--- config.mk ---
export PLATFORM = sky130hd
export DESIGN_NAME = pca_regfile
export DESIGN_NICKNAME = d
export VERILOG_FILES = /design/src/rtl/pca_pkg.sv /design/src/rtl/pca_led_reg.sv /design/src/rtl/pca_regfile.sv
export SDC_FILE = /design/constraint.sdc
export NUM_CORES = 1
export LEC_CHECK = 0
export CORE_MARGIN = 2
export CORE_UTILIZATION = 50
export DETAILED_ROUTE_END_ITERATION = 12
export GPL_TIMING_DRIVEN = 0
export PLACE_DENSITY_LB_ADDON = 0.1
export SLEW_MARGIN = 10
export SYNTH_ARGS = -nofsm -noshare
export SYNTH_HDL_FRONTEND = slang
export SYNTH_HIERARCHICAL = 1
export SYNTH_SLANG_ARGS = --single-unit
export TNS_END_PERCENT = 100
--- constraint.sdc ---
create_clock -name clk_i -period 12.9 [get_ports clk_i]
set_input_delay 2.58 -clock clk_i [delete_from_list [all_inputs] [get_ports clk_i]]
set_output_delay 2.58 -clock clk_i [all_outputs]
set_load 0.1 [all_outputs]
--- src/rtl/pca_pkg.sv ---
// ---------------------------------------------------------------------------
// pca_pkg
//   Shared definitions for the PCA9685-compatible register bank:
//   register addresses, reset values, FSM state encoding, LED field
//   encoding and the auto-increment pointer function.
// ---------------------------------------------------------------------------
package pca_pkg;

    localparam int LED_MAX = 16;  // register map is laid out for 16 channels

    // Register addresses
    localparam logic [7:0] ADDR_MODE1         = 8'h00;
    localparam logic [7:0] ADDR_MODE2         = 8'h01;
    localparam logic [7:0] ADDR_SUBADR1       = 8'h02;
    localparam logic [7:0] ADDR_ALLCALL       = 8'h05;
    localparam logic [7:0] ADDR_LED0_ON_L     = 8'h06;
    localparam logic [7:0] ADDR_LED_LAST      = 8'h45;
    localparam logic [7:0] ADDR_ALL_LED_ON_L  = 8'hFA;
    localparam logic [7:0] ADDR_ALL_LED_OFF_H = 8'hFD;
    localparam logic [7:0] ADDR_PRE_SCALE     = 8'hFE;
    localparam logic [7:0] ADDR_LAST          = 8'hFF;

    // Reset values
    localparam logic [7:0]      RST_MODE1     = 8'h11;
    localparam logic [7:0]      RST_MODE2     = 8'h04;
    localparam logic [7:0]      RST_LED_L     = 8'h00;
    localparam logic [4:0]      RST_ON_H      = 5'h00;
    localparam logic [4:0]      RST_OFF_H     = 5'h10;
    localparam logic [7:0]      RST_PRE_SCALE = 8'h1E;
    localparam logic [3:0][7:0] RST_SUBADR    = {8'hE0, 8'hE8, 8'hE4, 8'hE2};

    localparam logic [7:0] PRE_SCALE_MIN = 8'h03;

    typedef enum logic [1:0] {
        ST_IDLE  = 2'd0,
        ST_PTR   = 2'd1,
        ST_WDATA = 2'd2,
        ST_RDATA = 2'd3
    } state_t;

    // Byte position inside one LED channel's 4-byte group
    typedef enum logic [1:0] {
        FLD_ON_L  = 2'd0,
        FLD_ON_H  = 2'd1,
        FLD_OFF_L = 2'd2,
        FLD_OFF_H = 2'd3
    } led_field_t;

    // Auto-increment: wraps after the last LED register and after 0xFF,
    // holds when AI is clear.
    function automatic logic [7:0] next_ptr(input logic [7:0] ptr, input logic ai);
        if (!ai) begin
            return ptr;
        end
        if ((ptr == ADDR_LED_LAST) || (ptr == ADDR_LAST)) begin
            return 8'h00;
        end
        return ptr + 8'h01;
    endfunction

endpackage

--- src/rtl/pca_led_reg.sv ---
// ---------------------------------------------------------------------------
// pca_led_reg
//   One LED channel: ON_L, ON_H, OFF_L, OFF_H bytes. H bytes keep bits [4:0].
//   Ports:
//     clk_i, rst_i          clock, synchronous active-high reset
//     wr_en_i               write strobe for this channel
//     wr_field_i, wr_data_i byte to write and which field it lands in
//     rd_field_i            field selected for read-back
//     rd_data_o             read-back byte (H bits [7:5] read 0)
//     on_cnt_o, on_full_o   decoded {ON_H[3:0],ON_L} and ON_H[4]
//     off_cnt_o, off_full_o decoded {OFF_H[3:0],OFF_L} and OFF_H[4]
// ---------------------------------------------------------------------------
module pca_led_reg
    import pca_pkg::*;
(
    input  logic        clk_i,
    input  logic        rst_i,
    input  logic        wr_en_i,
    input  led_field_t  wr_field_i,
    input  logic [7:0]  wr_data_i,
    input  led_field_t  rd_field_i,
    output logic [7:0]  rd_data_o,
    output logic [11:0] on_cnt_o,
    output logic        on_full_o,
    output logic [11:0] off_cnt_o,
    output logic        off_full_o
);

    logic [7:0] on_l;
    logic [4:0] on_h;
    logic [7:0] off_l;
    logic [4:0] off_h;

    always_ff @(posedge clk_i) begin
        if (rst_i) begin
            on_l  <= RST_LED_L;
            on_h  <= RST_ON_H;
            off_l <= RST_LED_L;
            off_h <= RST_OFF_H;
        end else if (wr_en_i) begin
            case (wr_field_i)
                FLD_ON_L:  on_l  <= wr_data_i;
                FLD_ON_H:  on_h  <= wr_data_i[4:0];
                FLD_OFF_L: off_l <= wr_data_i;
                FLD_OFF_H: off_h <= wr_data_i[4:0];
                default:   ;
            endcase
        end
    end

    always_comb begin
        rd_data_o = 8'h00;
        case (rd_field_i)
            FLD_ON_L:  rd_data_o = on_l;
            FLD_ON_H:  rd_data_o = {3'b000, on_h};
            FLD_OFF_L: rd_data_o = off_l;
            FLD_OFF_H: rd_data_o = {3'b000, off_h};
            default:   rd_data_o = 8'h00;
        endcase
    end

    assign on_cnt_o   = {on_h[3:0], on_l};
    assign on_full_o  = on_h[4];
    assign off_cnt_o  = {off_h[3:0], off_l};
    assign off_full_o = off_h[4];

endmodule

--- src/rtl/pca_regfile.sv ---
// ---------------------------------------------------------------------------
// pca_regfile
//   PCA9685-compatible register bank fed by an i2c slave byte stream.
//   First written byte of a transaction is the register pointer, further
//   bytes are data. Read bytes are served on rd_req_i. MODE1.AI controls
//   pointer auto-increment.
//   Ports:
//     clk_i, rst_i                 clock, synchronous active-high reset
//     txn_start_i, txn_rw_i        address match pulse and its R/W bit
//     txn_stop_i                   STOP pulse
//     wr_valid_i, wr_data_i        master-written byte
//     rd_req_i                     request for next read byte
//     rd_data_o, rd_valid_o        read byte, valid one cycle after rd_req_i
//     on_cnt_o/on_full_o           per-LED ON count and full-on bit
//     off_cnt_o/off_full_o         per-LED OFF count and full-off bit
//     prescale_o                   PRE_SCALE
//     sleep_o, invrt_o, outdrv_o   MODE1[4], MODE2[4], MODE2[2]
// ---------------------------------------------------------------------------
module pca_regfile
    import pca_pkg::*;
#(
    parameter int NUM_LED = 16
) (
    input  logic                    clk_i,
    input  logic                    rst_i,
    input  logic                    txn_start_i,
    input  logic                    txn_rw_i,
    input  logic                    txn_stop_i,
    input  logic                    wr_valid_i,
    input  logic [7:0]              wr_data_i,
    input  logic                    rd_req_i,
    output logic [7:0]              rd_data_o,
    output logic                    rd_valid_o,
    output logic [LED_MAX*12-1:0]   on_cnt_o,
    output logic [LED_MAX-1:0]      on_full_o,
    output logic [LED_MAX*12-1:0]   off_cnt_o,
    output logic [LED_MAX-1:0]      off_full_o,
    output logic [7:0]              prescale_o,
    output logic                    sleep_o,
    output logic                    invrt_o,
    output logic                    outdrv_o
);

    state_t          state, state_nxt;
    logic [7:0]      ptr;
    logic [7:0]      mode1;
    logic [7:0]      mode2;
    logic [7:0]      prescale;
    logic [3:0][7:0] subadr;

    logic            ptr_load;
    logic            wr_fire;
    logic            rd_fire;
    logic            led_hit;
    logic            all_hit;
    logic            sub_hit;
    logic [3:0]      led_idx;
    led_field_t      led_fld;
    led_field_t      all_fld;
    led_field_t      wr_fld;
    logic [7:0]      led_rd [LED_MAX];
    logic [7:0]      rd_mux;

    assign ptr_load = wr_valid_i && (state == ST_PTR);
    assign wr_fire  = wr_valid_i && (state == ST_WDATA);
    assign rd_fire  = rd_req_i   && (state == ST_RDATA);

    // Pointer decode: LED group index and byte-within-group
    assign led_hit = (ptr >= ADDR_LED0_ON_L) && (ptr <= ADDR_LED_LAST);
    assign all_hit = (ptr >= ADDR_ALL_LED_ON_L) && (ptr <= ADDR_ALL_LED_OFF_H);
    assign sub_hit = (ptr >= ADDR_SUBADR1) && (ptr <= ADDR_ALLCALL);
    assign led_idx = 4'((ptr - ADDR_LED0_ON_L) >> 2);
    assign led_fld = led_field_t'(2'(ptr - ADDR_LED0_ON_L));
    assign all_fld = led_field_t'(2'(ptr - ADDR_ALL_LED_ON_L));
    assign wr_fld  = all_hit ? all_fld : led_fld;

    // Channels beyond NUM_LED have no storage: writes vanish, reads give 0.
    for (genvar n = 0; n < LED_MAX; n++) begin : g_led
        if (n < NUM_LED) begin : g_inst
            logic we;
            assign we = wr_fire && (all_hit || (led_hit && (led_idx == 4'(n))));

            pca_led_reg u_led (
                .clk_i      (clk_i),
                .rst_i      (rst_i),
                .wr_en_i    (we),
                .wr_field_i (wr_fld),
                .wr_data_i  (wr_data_i),
                .rd_field_i (led_fld),
                .rd_data_o  (led_rd[n]),
                .on_cnt_o   (on_cnt_o[n*12 +: 12]),
                .on_full_o  (on_full_o[n]),
                .off_cnt_o  (off_cnt_o[n*12 +: 12]),
                .off_full_o (off_full_o[n])
            );
        end else begin : g_none
            assign led_rd[n]             = 8'h00;
            assign on_cnt_o[n*12 +: 12]  = 12'h000;
            assign on_full_o[n]          = 1'b0;
            assign off_cnt_o[n*12 +: 12] = 12'h000;
            assign off_full_o[n]         = 1'b0;
        end
    end

    // Read mux; ALL_LED and unmapped addresses fall through to 0.
    always_comb begin
        // NOTE: default first, so every path assigns rd_mux and no latch is inferred.
        rd_mux = 8'h00;
        if (ptr == ADDR_MODE1) begin
            rd_mux = mode1;
        end else if (ptr == ADDR_MODE2) begin
            rd_mux = mode2;
        end else if (sub_hit) begin
            rd_mux = subadr[2'(ptr - ADDR_SUBADR1)];
        end else if (led_hit) begin
            rd_mux = led_rd[led_idx];
        end else if (ptr == ADDR_PRE_SCALE) begin
            rd_mux = prescale;
        end
    end

    // Next state: byte handling first, then STOP, then START (START wins).
    always_comb begin
        state_nxt = state;
        if ((state == ST_PTR) && wr_valid_i) begin
            state_nxt = ST_WDATA;
        end
        if (txn_stop_i) begin
            state_nxt = ST_IDLE;
        end
        if (txn_start_i) begin
            state_nxt = txn_rw_i ? ST_RDATA : ST_PTR;
        end
    end

    always_ff @(posedge clk_i) begin
        if (rst_i) begin
            // NOTE: non-blocking assignments keep every flop sampling pre-edge values.
            state      <= ST_IDLE;
            ptr        <= 8'h00;
            mode1      <= RST_MODE1;
            mode2      <= RST_MODE2;
            prescale   <= RST_PRE_SCALE;
            // NOTE: subadr has architected reset values, so this small array is reset like plain flops.
            subadr     <= RST_SUBADR;
            rd_data_o  <= 8'h00;
            rd_valid_o <= 1'b0;
        end else begin
            state      <= state_nxt;
            rd_valid_o <= rd_fire;
            if (rd_fire) begin
                rd_data_o <= rd_mux;
            end

            // AI is taken from MODE1 as held before this edge's write.
            if (ptr_load) begin
                ptr <= wr_data_i;
            end else if (wr_fire || rd_fire) begin
                ptr <= next_ptr(ptr, mode1[5]);
            end

            if (wr_fire) begin
                if (ptr == ADDR_MODE1) begin
                    mode1 <= {2'b00, wr_data_i[5:0]};  // RESTART/EXTCLK not supported
                end
                if (ptr == ADDR_MODE2) begin
                    mode2 <= wr_data_i;
                end
                if (sub_hit) begin
                    subadr[2'(ptr - ADDR_SUBADR1)] <= wr_data_i;
                end
                // Prescaler is only writable while the oscillator sleeps.
                if ((ptr == ADDR_PRE_SCALE) && mode1[4]) begin
                    prescale <= (wr_data_i < PRE_SCALE_MIN) ? PRE_SCALE_MIN : wr_data_i;
                end
            end
        end
    end

    assign prescale_o = prescale;
    assign sleep_o    = mode1[4];
    assign invrt_o    = mode2[4];
    assign outdrv_o   = mode2[2];

endmodule
; Yosys cells after proc, flatten, opt, wreduce, memory -nomap -nowiden
; Index checks and enable logic that the tools add are counted.
[totals]
regBits = 489
input_bits = 15
output_inout_bits = 436
wordCells = 300
[classes]
reduce_logical = 132
magnitude_cmp = 10
bitwise_logic = 1
eq_ne = 28
mux = 50
addsub = 4
[op_table]
columns = op, count
row1 = one-hot mux 8 bit (4 select lines), 16
row2 = AND reduction 2 bit, 68
row3 = 2-to-1 mux 8 bit, 16
row4 = logical AND 1 bit, 40
row5 = binary-select mux 8 bit (select 4 bit), 1
row6 = bitwise mux 32 bit, 1
row7 = == test 4 bit (second input constant), 8
row8 = logical OR 1 bit, 18
row9 = binary-select mux 8 bit (select 2 bit), 1
row10 = demux 8 bit (select 2 bit), 1
row11 = == test 4 x 3 -> 1 bit (second input constant), 4
row12 = == test 8 bit (second input constant), 2
row13 = == test 2 bit (second input constant), 6
row14 = 2-to-1 mux 2 bit, 5
row15 = 2-to-1 mux 1 bit, 9
row16 = adder 8 x 1 -> 8 bit (second input constant), 1
row17 = == test 4 x 2 -> 1 bit (second input constant), 2
row18 = == test 8 x 1 -> 1 bit (second input constant), 1
row19 = == test 8 x 7 -> 1 bit (second input constant), 1
row20 = greater-or-equal comparator 8 x 2 -> 1 bit (second input constant), 1
row21 = greater-or-equal comparator 8 x 3 -> 1 bit (second input constant), 1
row22 = greater-or-equal comparator 8 bit (second input constant), 1
row23 = <= comparator 8 x 3 -> 1 bit (second input constant), 1
row24 = <= comparator 8 x 7 -> 1 bit (second input constant), 1
row25 = other kinds (15), 19

; Depth between registers and ports, before layout
[logic_depth]
word_depth = 14
ltp_mapped = 15
ltp_nobuf = 9

; Cells and area by module
; The synthesis kept the hierarchy.
[modules_own_cells]
columns = module, cells_each, instances, area_each_um2, seq_area_each_um2
row1 = pca_led_reg, 109, 16, 1209.9, 520.5
row2 = pca_regfile, 592, 1, 5107.4, 1461.4

; Worst setup path before layout
; OpenSTA, ideal clock, no wires.
[synth_path]
path_type = reg2reg
from = reg ptr[1]
to = reg g_led[4].g_inst.u_led.on_l[0]
setup_ps = 124
arrival_time_ps = 4205
path_stages_with_launch = 16
n_path_buf = 6
t_required_ps = 12776
period_less_slack_ps = 4329
setup_slack_ps = 8571
path_cell_list = dfxtp_1 clkbuf_1 buf_2 inv_1 ha_1 clkbuf_1 nor3b_1 nor4b_1 or2_2 clkbuf_1 clkbuf_1 a41oi_1 nor2_1 or3b_1 buf_2 mux2i_1
[synth_via]
word_cells_on_any_way = 15
classes_between = 2 x add/sub / 4 x order compare / 1 x eq/ne / 1 x mux / 7 x reduce/logical
[synth_rtl]
columns = element, line
row1 = start: declaration, pca_regfile.sv:45  ; logic [7:0] ptr;
row2 = start signal: assignment, pca_regfile.sv:157  ; ptr <= wr_data_i;
row3 = start signal: assignment, pca_regfile.sv:159  ; ptr <= next_ptr(ptr, mode1[5]);
row4 = subtractor 2 bit, pca_regfile.sv:74  ; assign all_fld = led_field_t'(2'(ptr - ADDR_ALL_LED_ON_L));
row5 = named net all_fld[1], pca_regfile.sv:59  ; led_field_t all_fld;
row6 = 2-to-1 mux 2 bit, pca_regfile.sv:75  ; assign wr_fld = all_hit ? all_fld : led_fld;
row7 = zero test 2 bit, pca_led_reg.sv:41  ; case (wr_field_i)
row8 = AND reduction 2 bit (no source line), -
row9 = end signal: assignment, pca_led_reg.sv:42  ; FLD_ON_L: on_l <= wr_data_i;
row10 = end: declaration, pca_led_reg.sv:29  ; logic [7:0] on_l;
; The timed path passes the listed nets, and every way through them passes these cells.
; A chain may end at the register's enable or synchronous reset.

; Final worst setup path
[layout_path]
from = reg ptr[1]
to = reg g_led[3].g_inst.u_led.on_l[3]
[layout_via]
word_cells_on_any_way = 15
classes_between = 2 x add/sub / 4 x order compare / 1 x eq/ne / 1 x mux / 7 x reduce/logical
[layout_rtl]
columns = element, line
row1 = subtractor 2 bit, pca_regfile.sv:74
row2 = named net all_fld[1], pca_regfile.sv:59
row3 = 2-to-1 mux 2 bit, pca_regfile.sv:75
row4 = zero test 2 bit, pca_led_reg.sv:41
row5 = AND reduction 2 bit (no source line), -
row6 = end signal: assignment, pca_led_reg.sv:42
row7 = end: declaration, pca_led_reg.sv:29
; The timed path passes the listed nets, and every way through them passes these cells.

==> impl_metrics.py <==
metrics = {
    "synthesis": {
        "syn_nets": 2358,
        "synth_ff_type": "dfxtp_1",
        "synth_edf_count": 0,
        "yosys.cell_types.count": 60,
        "synth_warnings": 6,
        "netlist_instances": 2336,
        "avgSynthCellArea_um2": 10.5,
        "synthArstFlopShare": 0,
        "netlist_area_mm2": 0.0245,
        "synth_seq_cells": 489,
        "ys_seq_area_frac": 0.400,
    },
    "power_and_ir_drop": {
        "cellInternalPower_w": 0.00252,
        "seqPwrFrac": 0.457,
        "power.density_mw_per_mm2": 105,
        "peakVddDrop_mv": 0.0923,
        "p_sw_frac": 0.241,
        "switchingPower_w": 0.000801,
        "power_leakage_nw": 13.2,
        "comb_power_share": 0.071,
        "power_frac_clock": 0.472,
    },
    "floorplan": {
        "num_rows": 81,
        "ios": 451,
        "die_w_um": 225,
        "start_util": 0.503,
        "die-area_mm2": 0.0507,
        "die_h_um": 225,
        "coreArea_mm2": 0.0486,
    },
    "timing": {
        "maxSlewViolCount": 0,
        "worst-slew-pin-transition_ps": 1250,
        "skew_ps": 13.1,
        "finalSetupViolations": 0,
        "fmax_mhz": 196,
        "slew_headroom": 0.165,
        "period_needed_ps": 5110,
        "setup_tns_ps": 0,
        "rsz0062_at_grt": "no",
        "hold_viol_final": 0,
        "finalCritPeriodShare": 0.396,
    },
    "detailed_routing": {
        "wl_per_cell_um": 25.6,
        "first_iter_violations": 1777,
        "vias": 20600,
        "drt-total-wl_mm": 89.9,
        "drt_pass1_iterations": 6,
        "drc": 0,
        "routed_via_density": 5.87,
        "drtAntennaViolNets": 0,
    },
    "clock_network": {
        "cts_tree": "yes",
        "cts_resized": 0,
        "root_buffer": "clkbuf_16",
        "htreeDepth": 2,
        "hold_buffers": 0,
        "cts_sinks": 489,
        "postCtsSetupBuffers": 0,
        "clkTransAtPathRegs_ps": 60,
        "numCtsBuffers": 52,
        "clock_path_buffers": 3,
        "clock_latency_ps": 600,
    },
    "global_routing": {
        "antenna_found_initial": 0,
        "grt_pass1_vias": 20500,
        "grt_pass1_wl_mm": 132,
        "grt_overflow": 0,
        "grt_max_degree": 91,
        "grt.total_usage": 0.347,
    },
    "placement": {
        "placed_cell_area_mm2": 0.0298,
        "place_congestion": 0.946,
        "dpl.cell_count": 3412,
        "port_buffers": 450,
        "dpl.hpwl_mm": 64.5,
    },
    "final_layout": {
        "antenna_cells": 0,
        "ff_latch_area_mm2": 0.00979,
        "drive_above_1_share": 0.109,
        "area_growth_syn_to_layout_pct": 29.1,
        "fin_area_mm2": 0.0316,
        "final_nets": 2866,
        "finalNonFillerCells": 3507,
        "multi_input_area_mm2": 0.0138,
        "fin_util": 0.649,
        "num-fill-cells": 3889,
    },
    "outcome": {
        "status": "complete, no violations",
    },
    "worst_setup_path": {
        "cp-start-kind": "flip-flop",
        "required_ps": 13370,
        "crit_fanout": 83,
        "cp-end-kind": "flip-flop",
        "critical_path_class": "flip-flop to flip-flop",
        "arrival_ps": 5580,
    },
    "job": {
        "cap_violations": 0,
    },
    "hold_path": {
        "hp-class": "flip-flop to flip-flop",
    },
}
[Yosys cell counts (8+ instances only)]
library cell / n / area share
nor2_1: 144 / 0.022
inv_1: 15 / 0.0023
mux4_2: 120 / 0.11
a211oi_1: 12 / 0.0037
mux2i_1: 479 / 0.20
a22oi_1: 12 / 0.0037
and3b_1: 16 / 0.0057
buf_2: 79 / 0.016
nand3b_1: 31 / 0.0095
nand2_1: 70 / 0.011
nand3_1: 49 / 0.010
clkbuf_1: 86 / 0.013
nand2b_1: 533 / 0.14
dfxtp_1: 489 / 0.40
a41oi_1: 8 / 0.0029
nor3_1: 8 / 0.0016
o21ai_0: 12 / 0.0025
a31oi_1: 11 / 0.0028
or3b_1: 16 / 0.0057
a211o_1: 8 / 0.0029
a21oi_1: 46 / 0.0094
[layout make-up]
class,instances,share of cell area
plain buffers,173,0.0248
inverters,15,0.00186
clock inverters,16,0.00586
repair buffers,454,0.144
well taps,622,0.0246
clock buffers,79,0.0502
flip-flops and latches,489,0.310
multi-input cells,1659,0.438
[worst max-delay path, stage by stage, from the launching register on]
cell	delay, ps
dfxtp_1	360
clkbuf_1	220
buf_2	300
inv_4	650
ha_1	260
clkbuf_1	370
nor3b_1	200
nor4b_1	380
or2_2	190
clkbuf_1	290
clkbuf_1	380
a31oi_1	150
nor2_1	460
or3b_1	390
buf_2	220
mux2i_1	160
[power by group through the flow]
stage / clock (W) / sequential, W / combinational (W)
after floorplan: 0 / 0.00155 / 0.000141
after global placement: 0 / 0.00155 / 0.000228
after detailed placement: 0 / 0.00155 / 0.000229
after CTS: 0.00158 / 0.00152 / 0.000230
after global routing: 0.00164 / 0.00152 / 0.000246
final: 0.00157 / 0.00152 / 0.000235
[layout by cell type, fill, tap and decap left out, types with 5 or more instances in the layout]
cell type	instances
a21oi_1	46
clkbuf_16	54
buf_2	87
inv_1	14
clkdlybuf4s50_1	441
o21ai_0	12
nand2b_1	533
a31oi_1	11
nand3b_1	31
a211oi_1	12
a221oi_1	6
clkinv_2	10
buf_6	5
nand3_1	49
clkbuf_1	97
nor2b_1	5
nor2_1	144
a41oi_1	8
ha_1	7
or3b_1	16
nor3_1	8
dfxtp_1	488
a22oi_1	12
and3_1	7
and3b_1	16
mux2i_1	479
nand2_1	70
mux4_2	120
a211o_1	8
o2bb2ai_1	6
clkbuf_8	14
[routing by layer]
metal | vias to the layer above | part of all wire | track usage
met1 | 10300 | 0.40 | 0.437
met4 | 0 | 0.047 | 0.154
met2 | 870 | 0.48 | 0.573
met3 | 180 | 0.079 | 0.0771
li1 | 9259 | - | -
met5 | - | 0 | 0
[kinds of logic after synthesis]
| family | after synthesis | share of synthesized area |
|---|---|---|
| AOI/OAI and AO/OA | 145 | 0.0411 |
| adders and majority gates | 7 | 0.00358 |
| DFF | 489 | 0.400 |
| xor gates and xnor gates | 3 | 0.00138 |
| buffers and inverters | 188 | 0.0343 |
| muxes | 599 | 0.306 |
| and+or+nand+nor | 905 | 0.213 |
[sequential cells by signal, summed over array words and instances (netlist names)]
register	cells
g_led.g_inst.u_led/on_l	128
subadr	32
rd_data_o	8
ptr	8
state	2
g_led.g_inst.u_led/on_h	80
prescale_o	8
rd_valid_o	1
mode1	6
g_led.g_inst.u_led/off_l	128
mode2	8
g_led.g_inst.u_led/off_h	80
[metrics by stage]
step	hold slack (ps)	setup WS, ps	power (W)
2_1_floorplan	432	8570	0.00170
3_3_place_gp	440	5160	0.00178
3_5_place_dp	450	7550	0.00178
4_1_cts	459	7880	0.00333
5_1_grt	474	7460	0.00340
6_report	463	7790	0.00332
[path summary, 6_finish.rpt]
check                                start                             to  slack (ps)  cells after the start
worst max-delay path                ptr[1]  g_led[3].g_inst.u_led/on_l[3]        7790                     15
worst min-delay path            subadr[25]                     subadr[25]         460                      2
worst min register to register  subadr[25]                     subadr[25]         460                      2
worst max register to register      ptr[1]  g_led[3].g_inst.u_led/on_l[3]        7790                     15
(Power assumes the default switching activity.)
